### src/rtl/led_scanner.sv
// Bouncing LED scanner: one lit position sweeps 0..7..0 with a two-step
// fading trail, brightness produced by a free-running PWM counter.
module led_scanner #(
  parameter int STEP_DIV = 1200000,
  parameter int PWM_BITS = 4
) (
  input  logic CLK,
  input  logic RSTN,
  input  logic EN,
  output logic LED0,
  output logic LED1,
  output logic LED2,
  output logic LED3,
  output logic LED4,
  output logic LED5,
  output logic LED6,
  output logic LED7
);

  // A prescaler of at least one bit keeps STEP_DIV=1 legal.
  localparam int PW = (STEP_DIV > 1) ? $clog2(STEP_DIV) : 1;
  localparam logic [PW-1:0] PRESC_MAX = PW'(STEP_DIV - 1);

  typedef enum logic {
    UP   = 1'b0,
    DOWN = 1'b1
  } dir_t;

  logic [PWM_BITS-1:0] pwm_cnt;
  logic [PW-1:0]       presc;
  logic                tick;
  dir_t                dir, dir_nxt;
  logic [2:0]          pos, pos_nxt;
  logic [2:0]          tr1, tr2;
  logic [7:0]          led_nxt;
  logic [7:0]          led_p0;

  // Half brightness: lit during the lower half of the PWM period.
  function automatic logic half_on(input logic [PWM_BITS-1:0] cnt);
    return ~cnt[PWM_BITS-1];
  endfunction

  // Quarter brightness: lit during the first quarter of the PWM period.
  function automatic logic quarter_on(input logic [PWM_BITS-1:0] cnt);
    return (cnt[PWM_BITS-1:PWM_BITS-2] == 2'b00);
  endfunction

  // A step is taken only while enabled and the prescaler is at its last count.
  assign tick = EN && (presc == PRESC_MAX);

  // Free-running PWM counter; keeps running while paused.
  always_ff @(posedge CLK or negedge RSTN) begin
    if (!RSTN) begin
      pwm_cnt <= '0;
    end else begin
      pwm_cnt <= pwm_cnt + PWM_BITS'(1);
    end
  end

  // Step prescaler; frozen while EN is low.
  always_ff @(posedge CLK or negedge RSTN) begin
    if (!RSTN) begin
      presc <= '0;
    end else if (EN) begin
      if (presc == PRESC_MAX) begin
        presc <= '0;
      end else begin
        presc <= presc + PW'(1);
      end
    end
  end

  // Direction state, position and trail advance together on each tick.
  always_ff @(posedge CLK or negedge RSTN) begin
    if (!RSTN) begin
      dir <= UP;
      pos <= 3'd0;
      tr1 <= 3'd0;
      tr2 <= 3'd0;
    end else if (tick) begin
      dir <= dir_nxt;
      pos <= pos_nxt;
      tr1 <= pos;
      tr2 <= tr1;
    end
  end

  // Bounce rule: turn around at the ends so each end is held for one step.
  always_comb begin
    dir_nxt = dir;
    pos_nxt = pos;
    case (dir)
      UP: begin
        if (pos == 3'd7) begin
          dir_nxt = DOWN;
          pos_nxt = 3'd6;
        end else begin
          pos_nxt = pos + 3'd1;
        end
      end
      DOWN: begin
        if (pos == 3'd0) begin
          dir_nxt = UP;
          pos_nxt = 3'd1;
        end else begin
          pos_nxt = pos - 3'd1;
        end
      end
      default: begin
        dir_nxt = UP;
        pos_nxt = 3'd0;
      end
    endcase
  end

  // Per-LED brightness; the brightest matching source wins on overlap.
  always_comb begin
    led_nxt = '0;
    for (int i = 0; i < 8; i++) begin
      if (3'(i) == pos) begin
        led_nxt[i] = 1'b1;
      end else if (3'(i) == tr1) begin
        led_nxt[i] = half_on(pwm_cnt);
      end else if (3'(i) == tr2) begin
        led_nxt[i] = quarter_on(pwm_cnt);
      end else begin
        led_nxt[i] = 1'b0;
      end
    end
  end

  // Output register stage so the LED pins are glitch-free.
  always_ff @(posedge CLK or negedge RSTN) begin
    if (!RSTN) begin
      led_p0 <= '0;
    end else begin
      led_p0 <= led_nxt;
    end
  end

  assign LED0 = led_p0[0];
  assign LED1 = led_p0[1];
  assign LED2 = led_p0[2];
  assign LED3 = led_p0[3];
  assign LED4 = led_p0[4];
  assign LED5 = led_p0[5];
  assign LED6 = led_p0[6];
  assign LED7 = led_p0[7];

endmodule

### config.mk
export PLATFORM = sky130hd
export DESIGN_NAME = led_scanner
export DESIGN_NICKNAME = d
export VERILOG_FILES = /design/src/rtl/led_scanner.sv
export SDC_FILE = /design/constraint.sdc
export NUM_CORES = 1
export LEC_CHECK = 0
export ABC_AREA = 1
export ABC_CLOCK_PERIOD_IN_PS = 1600
export BUFFER_PORTS_ARGS = -buffer_cell sky130_fd_sc_hd__buf_2
export CORE_UTILIZATION = 35
export CTS_CLUSTER_DIAMETER = 60
export CTS_CLUSTER_SIZE = 20
export DETAILED_ROUTE_END_ITERATION = 10
export PLACE_DENSITY = 0.61
export SYNTH_ARGS = -nofsm -noshare
export SYNTH_HDL_FRONTEND = slang
export SYNTH_SLANG_ARGS = --single-unit
### constraint.sdc
create_clock -name CLK -period 1.6 [get_ports CLK]
set_input_delay 0.08 -clock CLK [delete_from_list [all_inputs] [get_ports CLK]]
set_output_delay 0.08 -clock CLK [all_outputs]
set_load 0.01 [all_outputs]
==> out/metrics.yaml, run 1 <==
status:
  status: "complete, no violations"
synthesis:
  synth_area_sq_um: 2450
  synth-edff-count: 0
  netlist_top_cells_area: "dfrtp_1 44%, nand2_1 17%, nand3_1 6.7%"
  syn_avg_cell_area_sq_um: 7.41
  yosysWarningCount: 0
  seq_area_frac_synth_pct: 43.9
  synth_top_area_cell: "dfrtp_1"
  ys_types: 25
  synth_fp_nets: 341
  synth.most_common_cell: "nand2_1"
  synth_ff_type: "dfrtp_1"
  synthArstFlopShare_pct: 100
  syn_inst: 331
  netlist.area_leader.share_pct: 43.9
  synth-seq-cells: 43
  synth_commonest_cells: "108 x nand2_1, 44 x nor2_1, 43 x dfrtp_1"
route:
  first_pass_iters: 5
  wirelength_mm: 5.16
  drc_errors: 0
  wl_per_cell_um: 11.4
  first_iter_violations: 148
  viasPerCell: 4.55
  via_count: 2064
  ant_nets: 0
sta:
  rsz0062_at_grt: "false"
  drv_slew: 0
  tightest_slew_ps: 384
  slew_headroom_pct: 74.4
  clock_skew_ps: 5.71
  hold_violations: 0
  max_freq_ghz: 0.708
  fin_setup_tns_ps: 0
  setup_viol: 0
  layout_min_cycle_time_ps: 1410
  min_period_over_period_pct: 88.3
power:
  swShare_pct: 25.4
  p_clk_share_pct: 40.1
  irDropWorstVdd_mv: 0.379
  p_comb_share_pct: 11.7
  p_seq_share_pct: 48.1
  internal_power_mw: 1.90
  p_leak_nw: 1.51
  p_per_area_nw_per_um2: 892
  p_sw_mw: 0.648
critical_path:
  r2r_start: "presc[0]"
  r2r_end: "presc[20]"
  cp.arrival_ps: 1650
  reg2reg_depth: 9
  crit_slowest_cell: "dfrtp_1"
  worstSetupPathType: "reg2reg"
  crit_path_start: "presc[0]"
  critical_path.endpoint: "presc[20]"
  r2r_slack_ps: 190
  timing.critical_path.cells: "ha_4, nand2_2, nor2_4, nand2_4, nor2_4, nand2_2, nand2_1, nand2_1, nor2_1"
  crit_fanout: 4
  endpoint_kind: "register"
  start_kind: "register"
  critical_path.max_stage_delay_ps: 440
  worstPathRequired_ps: 1830
floorplan:
  core_sq_um: 6790
  die_w_um: 85.7
  rows: 30
  die-height_um: 85.7
  initial_core_util_pct: 36.1
  ios: 11
  die-area_sq_um: 7340
cells_and_area:
  area_growth_pct: 16.5
  antennaDiodeCount: 0
  multi_input_area_sq_um: 1220
  drive_above_1_share_pct: 15.4
  utilization_pct: 42.0
  fillers: 701
  nets: 367
  seqCellArea_sq_um: 1080
global_routing:
  grt-ovfl-total: 0
  grt_pass1_wl_mm: 9.32
  antenna_found_initial: 0
  grt_use_total_pct: 16.0
  grt_max_degree: 18
  grt_pass1_vias: 2040
clocking:
  clkSlewWorstSetupHoldPaths_ps: 90
  cts_sinks: 43
  htreeDepth: 2
  cts_tree: "done"
  cts_buffers: 5
  root_buffer: "clkbuf_8"
  clockBufferDepth: 2
  clock_latency_ps: 300
place:
  place.gp.congestion: 0.846
  hpwl_mm: 3.87
  numPortBuffers: 10
worst_hold_path:
  hp-class: "in2async"
flow_run:
  maxCapViolations: 0
## metrics by stage
| stage | cells | total power [mW] | instance area [sq um] | hold slack [ps] | worst slack [ps] |
|---|---|---|---|---|---|
| finish | 454 | 2.55 | 2860 | 222 | 187 |
| global route | 454 | 2.67 | 2860 | 243 | 16.7 |
| CTS | 450 | 2.52 | 2800 | 214 | 85.4 |
| detailed placement | 441 | 1.49 | 2660 | 24.7 | 95.4 |
| global placement | 441 | 1.48 | 2660 | 16.4 | 170 |
| floorplan | 331 | 1.41 | 2450 | -216 | 242 |
## sequential cells by signal (all words and copies together) (netlist names)
register / cells
tr1: 3
tr2: 3
pwm_cnt: 4
dir: 1
presc: 21
pos: 3
led_p0: 8
## per-layer routing
layer	track usage (%)	wire length, um	up-vias
met3	3.56	125	6
met5	0	0	-
met2	25.2	2320	20
li1	-	-	1077
met4	4.70	62	0
met1	22.2	2650	961
## cells by family (layout without fill, tap and decap cells)
| family | count (synthesis) | in the layout | synth area share (%) |
|---|---|---|---|
| xor+xnor | 12 | 12 | 4.29 |
| simple gates | 216 | 216 | 39.4 |
| buf+inv | 45 | 72 | 7.10 |
| flops | 43 | 43 | 43.9 |
| fa+ha+maj | 7 | 7 | 3.57 |
| compound gates | 8 | 8 | 1.74 |
## power groups by stage
stage	clock (mW)	sequential, mW	combinational (mW)
6_report	1.02	1.23	0.299
3_5_place_dp	0	1.25	0.246
5_1_grt	1.10	1.24	0.343
4_1_cts	1.05	1.22	0.249
2_1_floorplan	0	1.23	0.183
3_3_place_gp	0	1.24	0.241
## how the worst min path moves through the flow
stage,start,to,depth (start not counted)
final,RSTN,led_p0[5],2
after global routing,RSTN,led_p0[5],2
after CTS,EN,presc[2],4
after detailed placement,RSTN,led_p0[5],1
after global placement,RSTN,led_p0[5],1
after floorplan,RSTN,dir,0
## worst max-delay path, delay by kind of cell, from the launching register on
kind | cells | cell delay, ps
DFF | 1 | 440
adders and majority gates | 1 | 180
and+or+nand+nor | 8 | 730
## what timing repair did
action / CTS / global route
setup endpoints to repair: 0 / 20
endpoints found under the hold margin: 15 / 0
setup buffers: 0 / 4
hold buffers: 1 / 0
resized for setup: 0 / 4
## layout make-up
cell class	count	share of cell area [%]
multi-input cells	243	42.8
flip-flops and latches	43	37.7
inverters	42	5.52
repair buffers	22	4.99
well taps	96	4.20
clock buffers	5	2.41
clock inverters	3	2.37
## cells in the final DEF (no fill, tap or decap), drive strengths merged, types with 2 or more instances in the layout
master | Yosys | final
buf | 2 | 21
bufinv | 0 | 2
clkbuf | 1 | 5
dfrtp | 43 | 43
ha | 7 | 7
inv | 42 | 42
nand2 | 113 | 113
nand3 | 36 | 36
nand4 | 8 | 8
nor2 | 54 | 54
nor3 | 4 | 4
o21ai | 6 | 6
xnor2 | 3 | 3
xor2 | 9 | 9
(Power assumes the default switching activity.)
==> run 2: changes to the inputs <==
--- a/config.mk
+++ b/config.mk
@@ -8,11 +8,13 @@
 export ABC_AREA = 1
 export ABC_CLOCK_PERIOD_IN_PS = 1600
 export BUFFER_PORTS_ARGS = -buffer_cell sky130_fd_sc_hd__buf_2
+export CELL_PAD_IN_SITES_DETAIL_PLACEMENT = 1
+export CELL_PAD_IN_SITES_GLOBAL_PLACEMENT = 1
 export CORE_UTILIZATION = 35
 export CTS_CLUSTER_DIAMETER = 60
 export CTS_CLUSTER_SIZE = 20
 export DETAILED_ROUTE_END_ITERATION = 10
-export PLACE_DENSITY = 0.61
+export PLACE_DENSITY = 0.75
 export SYNTH_ARGS = -nofsm -noshare
 export SYNTH_HDL_FRONTEND = slang
 export SYNTH_SLANG_ARGS = --single-unit
==> run 2 against run 1 <==
The flow now finishes with violations (design-rule violations). Power down 12%. Register-to-register slack worse by 50 ps. Hold slack worse by 77 ps. Flip-flop and latch count is the same. First-iteration DRC count decreased by 34%.
==> out/metrics.yaml, run 2 (synthesis results as in run 1) <==
status:
  status: "complete, but fails checks"
  violations: "design-rule violations"
route:
  ant_nets: 0  # unchanged
  wl_per_cell_um: 13.4  # +18%
  first_iter_violations: 98  # -34%
  first_pass_iters: 7  # +2
  via_count: 2090  # +1.3%
  viasPerCell: 4.62  # +1.7%
  drc_errors: 1  # +1
  wirelength_mm: 6.04  # +17%
flow_run:
  maxCapViolations: 0  # unchanged
cells_and_area:
  stdcell_area_sq_um: 2810  # -1.5%
  final_cell_mix: "108 x nand2_1, 44 x nor2_1, 40 x dfrtp_1"
  drive_above_1_share_pct: 16.0  # +0.65 points
  largest_register_ffs: 21  # unchanged
  nets: 365  # -0.54%
  antennaDiodeCount: 0  # unchanged
  utilization_pct: 41.4  # -0.63 points
  regMostFlops: "presc"
  final_common_cell: "nand2_1"
  fillers: 868  # +24%
  area_growth_pct: 14.8
  top_regs: "presc x21, led_p0 x8, pwm_cnt x4"
critical_path:
  r2r_end: "presc[17]"
  cp.arrival_ps: 1660  # about the same
  r2r_start: "presc[6]"
  worstSetupPathType: "reg2reg"
  r2r_slack_ps: 130  # -50 ps
  worstPathRequired_ps: 1790  # -40 ps
  start_kind: "register"
  crit_fanout: 5  # +1
  reg2reg_depth: 7  # -2
  endpoint_kind: "register"
clocking:
  clockBufferDepth: 2  # unchanged
  cts_tree: "done"
  clock_latency_ps: 300  # about the same
  root_buffer: "clkbuf_8"
  cts_buffers: 5  # unchanged
  clkSlewWorstSetupHoldPaths_ps: 90  # about the same
  htreeDepth: 2  # unchanged
  cts_sinks: 43  # unchanged
floorplan:
  die_w_um: 85.7  # unchanged
  die-area_sq_um: 7340  # unchanged
  die-height_um: 85.7  # unchanged
  core_sq_um: 6790  # unchanged
  rows: 30  # unchanged
  initial_core_util_pct: 36.1  # unchanged
  ios: 11  # unchanged
power:
  swShare_pct: 29.8  # +4.4 points
  p_seq_share_pct: 55.3  # +7.2 points
  p_leak_nw: 1.47  # -2.3%
  p_comb_share_pct: 11.7  # about the same
  internal_power_mw: 1.56  # -18%
  p_clk_share_pct: 33.0  # -7.1 points
  p_per_area_nw_per_um2: 792  # -11%
  p_sw_mw: 0.665  # +2.6%
  irDropWorstVdd_mv: 0.538  # +42%
sta:
  tightest_slew_ps: 484  # +100 ps
  hold_violations: 0  # unchanged
  drv_slew: 0  # unchanged
  layout_min_cycle_time_ps: 1470  # +52.5 ps
  worst_slack_ps: 134  # -52.5 ps
  hold_ws_ps: 146  # -76.6 ps
  slew_headroom_pct: 67.8  # -6.7 points
  fin_setup_tns_ps: 0  # unchanged
  max_freq_ghz: 0.682  # -3.6%
  rsz0062_at_grt: "false"
  setup_viol: 0  # unchanged
  min_period_over_period_pct: 91.6  # +3.3 points
  clock_skew_ps: 7.15  # +1.43 ps
global_routing:
  grt_pass1_vias: 2226  # +9.1%
  grt_use_total_pct: 18.7  # +2.7 points
  grt_pass1_wl_mm: 10.8  # +16%
  antenna_found_initial: 0  # unchanged
  grt-ovfl-total: 0  # unchanged
  grt_max_degree: 25  # +7
place:
  placed_area_sq_um: 2670  # +0.47%
  numPortBuffers: 10  # unchanged
  place.gp.congestion: 0.842  # -0.39%
  hpwl_mm: 4.59  # +19%
  place_ws_ps: 75.9  # -19.5 ps
worst_hold_path:
  holdPathEnd: "presc[0]"
  hold_depth: 3
  hp-class: "in2reg"
  worstHoldStart: "EN"
-- run 2: changes by cell type in the layout (fill, tap and decap cells not counted), moves of 2 or more --
cell | previous run | this run
nor2_2 | 7 | 5
dfrtp_1 | 43 | 40
nand3_2 | 2 | 4
bufinv_16 | 2 | 0
dfrtp_2 | 0 | 3
buf_4 | 11 | 8
-- run 2: area by class of cell --
cell class,instances,area (sq um),share of cell area (%)
clock inverters,3,23.8,0.845
repair buffers,20,140,4.98
multi-input cells,243,1220,43.5
well taps,96,120,4.27
clock buffers,5,68.8,2.45
flip-flops and latches,43,1080,38.4
inverters,42,158,5.60
-- run 2: layer usage --
layer | routed length, um | vias up | GRT usage (%)
li1 | - | 1070 | -
met4 | 79 | 0 | 5.30
met3 | 98 | 9 | 3.27
met2 | 2830 | 15 | 31.6
met5 | 0 | - | 0
met1 | 3030 | 996 | 24.5
-- run 2: repair_timing --
item	4_1_cts	5_1_grt
endpoints found under the hold margin	19	0
resized for setup	0	9
setup endpoints to repair	0	13
hold buffers	1	0
buffers inserted	0	2
-- run 2: power groups by stage --
stage | clock, mW | sequential (mW) | combinational, mW
floorplan | 0 | 1.23 | 0.183
detailed placement | 0 | 1.25 | 0.250
global placement | 0 | 1.24 | 0.245
CTS | 0.764 | 1.22 | 0.255
global route | 0.795 | 1.24 | 0.304
finish | 0.736 | 1.23 | 0.261
-- run 2: how the worst max path moves through the flow --
| stage | start | to | slack, ps | depth (start not counted) |
|---|---|---|---|---|
| 2_1_floorplan | presc[0] | pos[0] | 240 | 8 |
| 3_3_place_gp | pos[1] | pos[1] | 130 | 7 |
| 3_5_place_dp | pos[0] | pos[1] | 80 | 7 |
| 4_1_cts | pos[0] | pos[1] | 40 | 7 |
| 5_1_grt | presc[1] | presc[20] | 20 | 9 |
| 6_report | presc[6] | presc[17] | 130 | 7 |
-- run 2: through the flow --
step,total power [mW],std cells
after floorplan,1.41,331
after global placement,1.49,441
after detailed placement,1.50,441
after CTS,2.24,450
after global routing,2.34,452
final,2.23,452
-- run 2: critical path, cell delays in order, from the launching register on --
cell	delay, ps
dfrtp_1	440
nand2_1	150
nor2_1	220
nand2_1	100
nor2_2	210
nand3_1	110
nand2_1	80
nor2_1	40
==> run 3: changes to the inputs <==
--- a/config.mk
+++ b/config.mk
@@ -10,11 +10,12 @@
 export BUFFER_PORTS_ARGS = -buffer_cell sky130_fd_sc_hd__buf_2
 export CELL_PAD_IN_SITES_DETAIL_PLACEMENT = 1
 export CELL_PAD_IN_SITES_GLOBAL_PLACEMENT = 1
-export CORE_UTILIZATION = 35
+export CORE_ASPECT_RATIO = 1.5
+export CORE_UTILIZATION = 45
 export CTS_CLUSTER_DIAMETER = 60
 export CTS_CLUSTER_SIZE = 20
 export DETAILED_ROUTE_END_ITERATION = 10
-export PLACE_DENSITY = 0.75
+export PLACE_DENSITY = 0.9
 export SYNTH_ARGS = -nofsm -noshare
 export SYNTH_HDL_FRONTEND = slang
 export SYNTH_SLANG_ARGS = --single-unit
==> run 3 against run 2 <==
The run now ends clean. Sequential power about the same. Highest routed layer unchanged. Clock power increased by 7.3%. Critical path depth unchanged. Fmax decreased by 1.9%. Sequential share of layout area increased by 0.29 points. Routed wire length increased by 6.3%. Die area decreased by 22%.
==> out/metrics.yaml, run 3 (synthesis results as in run 1) <==
cells_and_area:
  utilization_pct: 53.7  # +12 points
  regMostFlops: "presc"
  nets: 367  # +0.55%
  area_growth_pct: 13.9
  largest_register_ffs: 21  # unchanged
  final_common_cell: "nand2_1"
  top_regs: "presc x21, led_p0 x8, pwm_cnt x4"
  finalNonFillerCells: 426  # -5.8%
  stdcell_area_sq_um: 2790  # -0.76%
  antennaDiodeCount: 0  # unchanged
  final_cell_mix: "108 x nand2_1, 42 x nor2_1, 40 x dfrtp_1"
  drive_above_1_share_pct: 16.8  # +0.75 points
place:
  place_inst: 412  # -6.6%
  place.gp.congestion: 0.800  # -5.1%
  numPortBuffers: 10  # unchanged
  place_ws_ps: 81.2  # +5.32 ps
  hpwl_mm: 4.91  # +6.9%
  placed_area_sq_um: 2620  # -2.1%
global_routing:
  antenna_found_initial: 0  # unchanged
  grt_use_met2_pct: 49.1  # +17 points
  grt_use_total_pct: 24.7  # +6.0 points
  grt_pass1_wl_mm: 10.9  # +1.3%
  grt_util_met3_pct: 3.08  # -0.19 points
  grt-ovfl-total: 0  # unchanged
  grt_pass1_vias: 2411  # +8.3%
  grt_max_degree: 18  # -28%
  grt.busiest_layer: "met2"
  grt_util_met1_pct: 24.8  # +0.28 points
sta:
  slew_headroom_pct: 72.5  # +4.8 points
  drv_slew: 0  # unchanged
  rsz0062_at_grt: "true"
  fin_setup_tns_ps: 0  # unchanged
  setup_viol: 0  # unchanged
  layout_min_cycle_time_ps: 1490  # +28.4 ps
  min_period_over_period_pct: 93.4  # +1.8 points
  worst_slack_ps: 106  # -28.4 ps
  clock_skew_ps: 11.7  # +4.54 ps
  tightest_slew_ps: 412  # -71.8 ps
  hold_violations: 0  # unchanged
  max_freq_ghz: 0.669  # -1.9%
  hold_ws_ps: 102  # -43.4 ps
critical_path:
  crit_fanout: 6  # +1
  start_kind: "register"
  worstPathRequired_ps: 1790  # about the same
  cp.arrival_ps: 1690  # +30 ps
  worstSetupPathType: "reg2reg"
  r2r_slack_ps: 110  # -30 ps
  endpoint_kind: "register"
route:
  via_count: 2198  # +5.2%
  viasPerCell: 5.16  # +12%
  wirelength_mm: 6.42  # +6.3%
  first_pass_iters: 6  # -1
  wl_per_cell_um: 15.1  # +13%
  drc_errors: 0  # -1
  first_iter_violations: 72  # -27%
  ant_nets: 0  # unchanged
clocking:
  cts_buffers: 5  # unchanged
  cts_sinks: 43  # unchanged
  root_buffer: "clkbuf_8"
  clkSlewWorstSetupHoldPaths_ps: 90  # about the same
  clockBufferDepth: 2  # unchanged
  cts_tree: "done"
  clock_latency_ps: 300  # about the same
  htreeDepth: 2  # unchanged
power:
  total_power_mw: 2.32  # +4.2%
  p_sw_mw: 0.669  # +0.65%
  p_per_area_nw_per_um2: 832  # +5.0%
  p_leak_nw: 1.49  # +0.90%
  p_seq_share_pct: 53.4  # -1.9 points
  p_comb_share_pct: 12.6  # +0.9 points
  p_clk_share_pct: 34.0  # +1.0 points
  swShare_pct: 28.8  # -1.0 points
  internal_power_mw: 1.66  # +5.8%
  irDropWorstVdd_mv: 0.590  # +9.6%
status:
  status: "complete, no violations"
floorplan:
  initial_core_util_pct: 47.1  # +11 points
  die_w_um: 62.3  # -27%
  die-area_sq_um: 5750  # -22%
  ios: 11  # unchanged
  die-height_um: 92.4  # +7.8%
  rows: 32  # +6.7%
  core_sq_um: 5200  # -23%
flow_run:
  maxCapViolations: 0  # unchanged
worst_hold_path:
  hp-class: "in2reg"
[run 3: cell types whose count changed in the layout (fill, tap and decap cells not counted)]
cell / change
nor2_2: +2
inv_6: -1
o21ai_0: +1
nor2_1: -2
nand3_1: +1
clkbuf_8: +2
nand3_2: -1
buf_4: +3
clkinvlp_4: -1
buf_12: -1
o21ai_1: -1
[run 3: power groups by stage]
stage	registers, mW	logic [mW]	clock network, mW
3_5_place_dp	1.25	0.256	0
3_3_place_gp	1.25	0.240	0
5_1_grt	1.25	0.327	0.843
6_report	1.24	0.294	0.790
4_1_cts	1.23	0.257	0.799
2_1_floorplan	1.23	0.183	0
[run 3: cell type report]
type | instances | area, sq um
clock buffer | 7 | 96.3
clock inverter | 1 | 7.51
fill | 690 | 2410
inverter | 42 | 158
multi-input combinational | 243 | 1220
sequential | 43 | 1080
tap | 68 | 85.1
timing repair buffer | 22 | 143
[run 3: path summary, 6_finish.rpt]
path | depth (start not counted) | from | end
min in group asynchronous | 2 | RSTN | presc[15]
setup / recovery | 7 | presc[11] | pos[1]
hold reg to reg | 1 | pwm_cnt[0] | pwm_cnt[0]
max in group asynchronous | 3 | RSTN | tr1[2]
setup reg to reg | 7 | presc[11] | pos[1]
hold / removal | 3 | EN | presc[0]
[run 3: per-layer routing]
| metal | vias up | wire, um |
|---|---|---|
| met5 | - | 0 |
| met4 | 0 | 165 |
| met3 | 12 | 106 |
| met2 | 29 | 3610 |
| met1 | 1081 | 2540 |
| li1 | 1076 | - |
[run 3: repair_timing]
action | CTS | global route
resized for setup | 0 | 9
buffers inserted | 0 | 5
hold buffers | 1 | 0
endpoints found under the setup margin | 0 | 22
hold endpoints to repair | 15 | 0
[run 3: critical path, stage by stage (launching register included)]
cell and delay (ps):
dfrtp_1 380, nand2_1 140, nor2_4 190, nand3_1 170, nor2_4 220, nand3_2 130, nand2_1 100, nand2_1 50
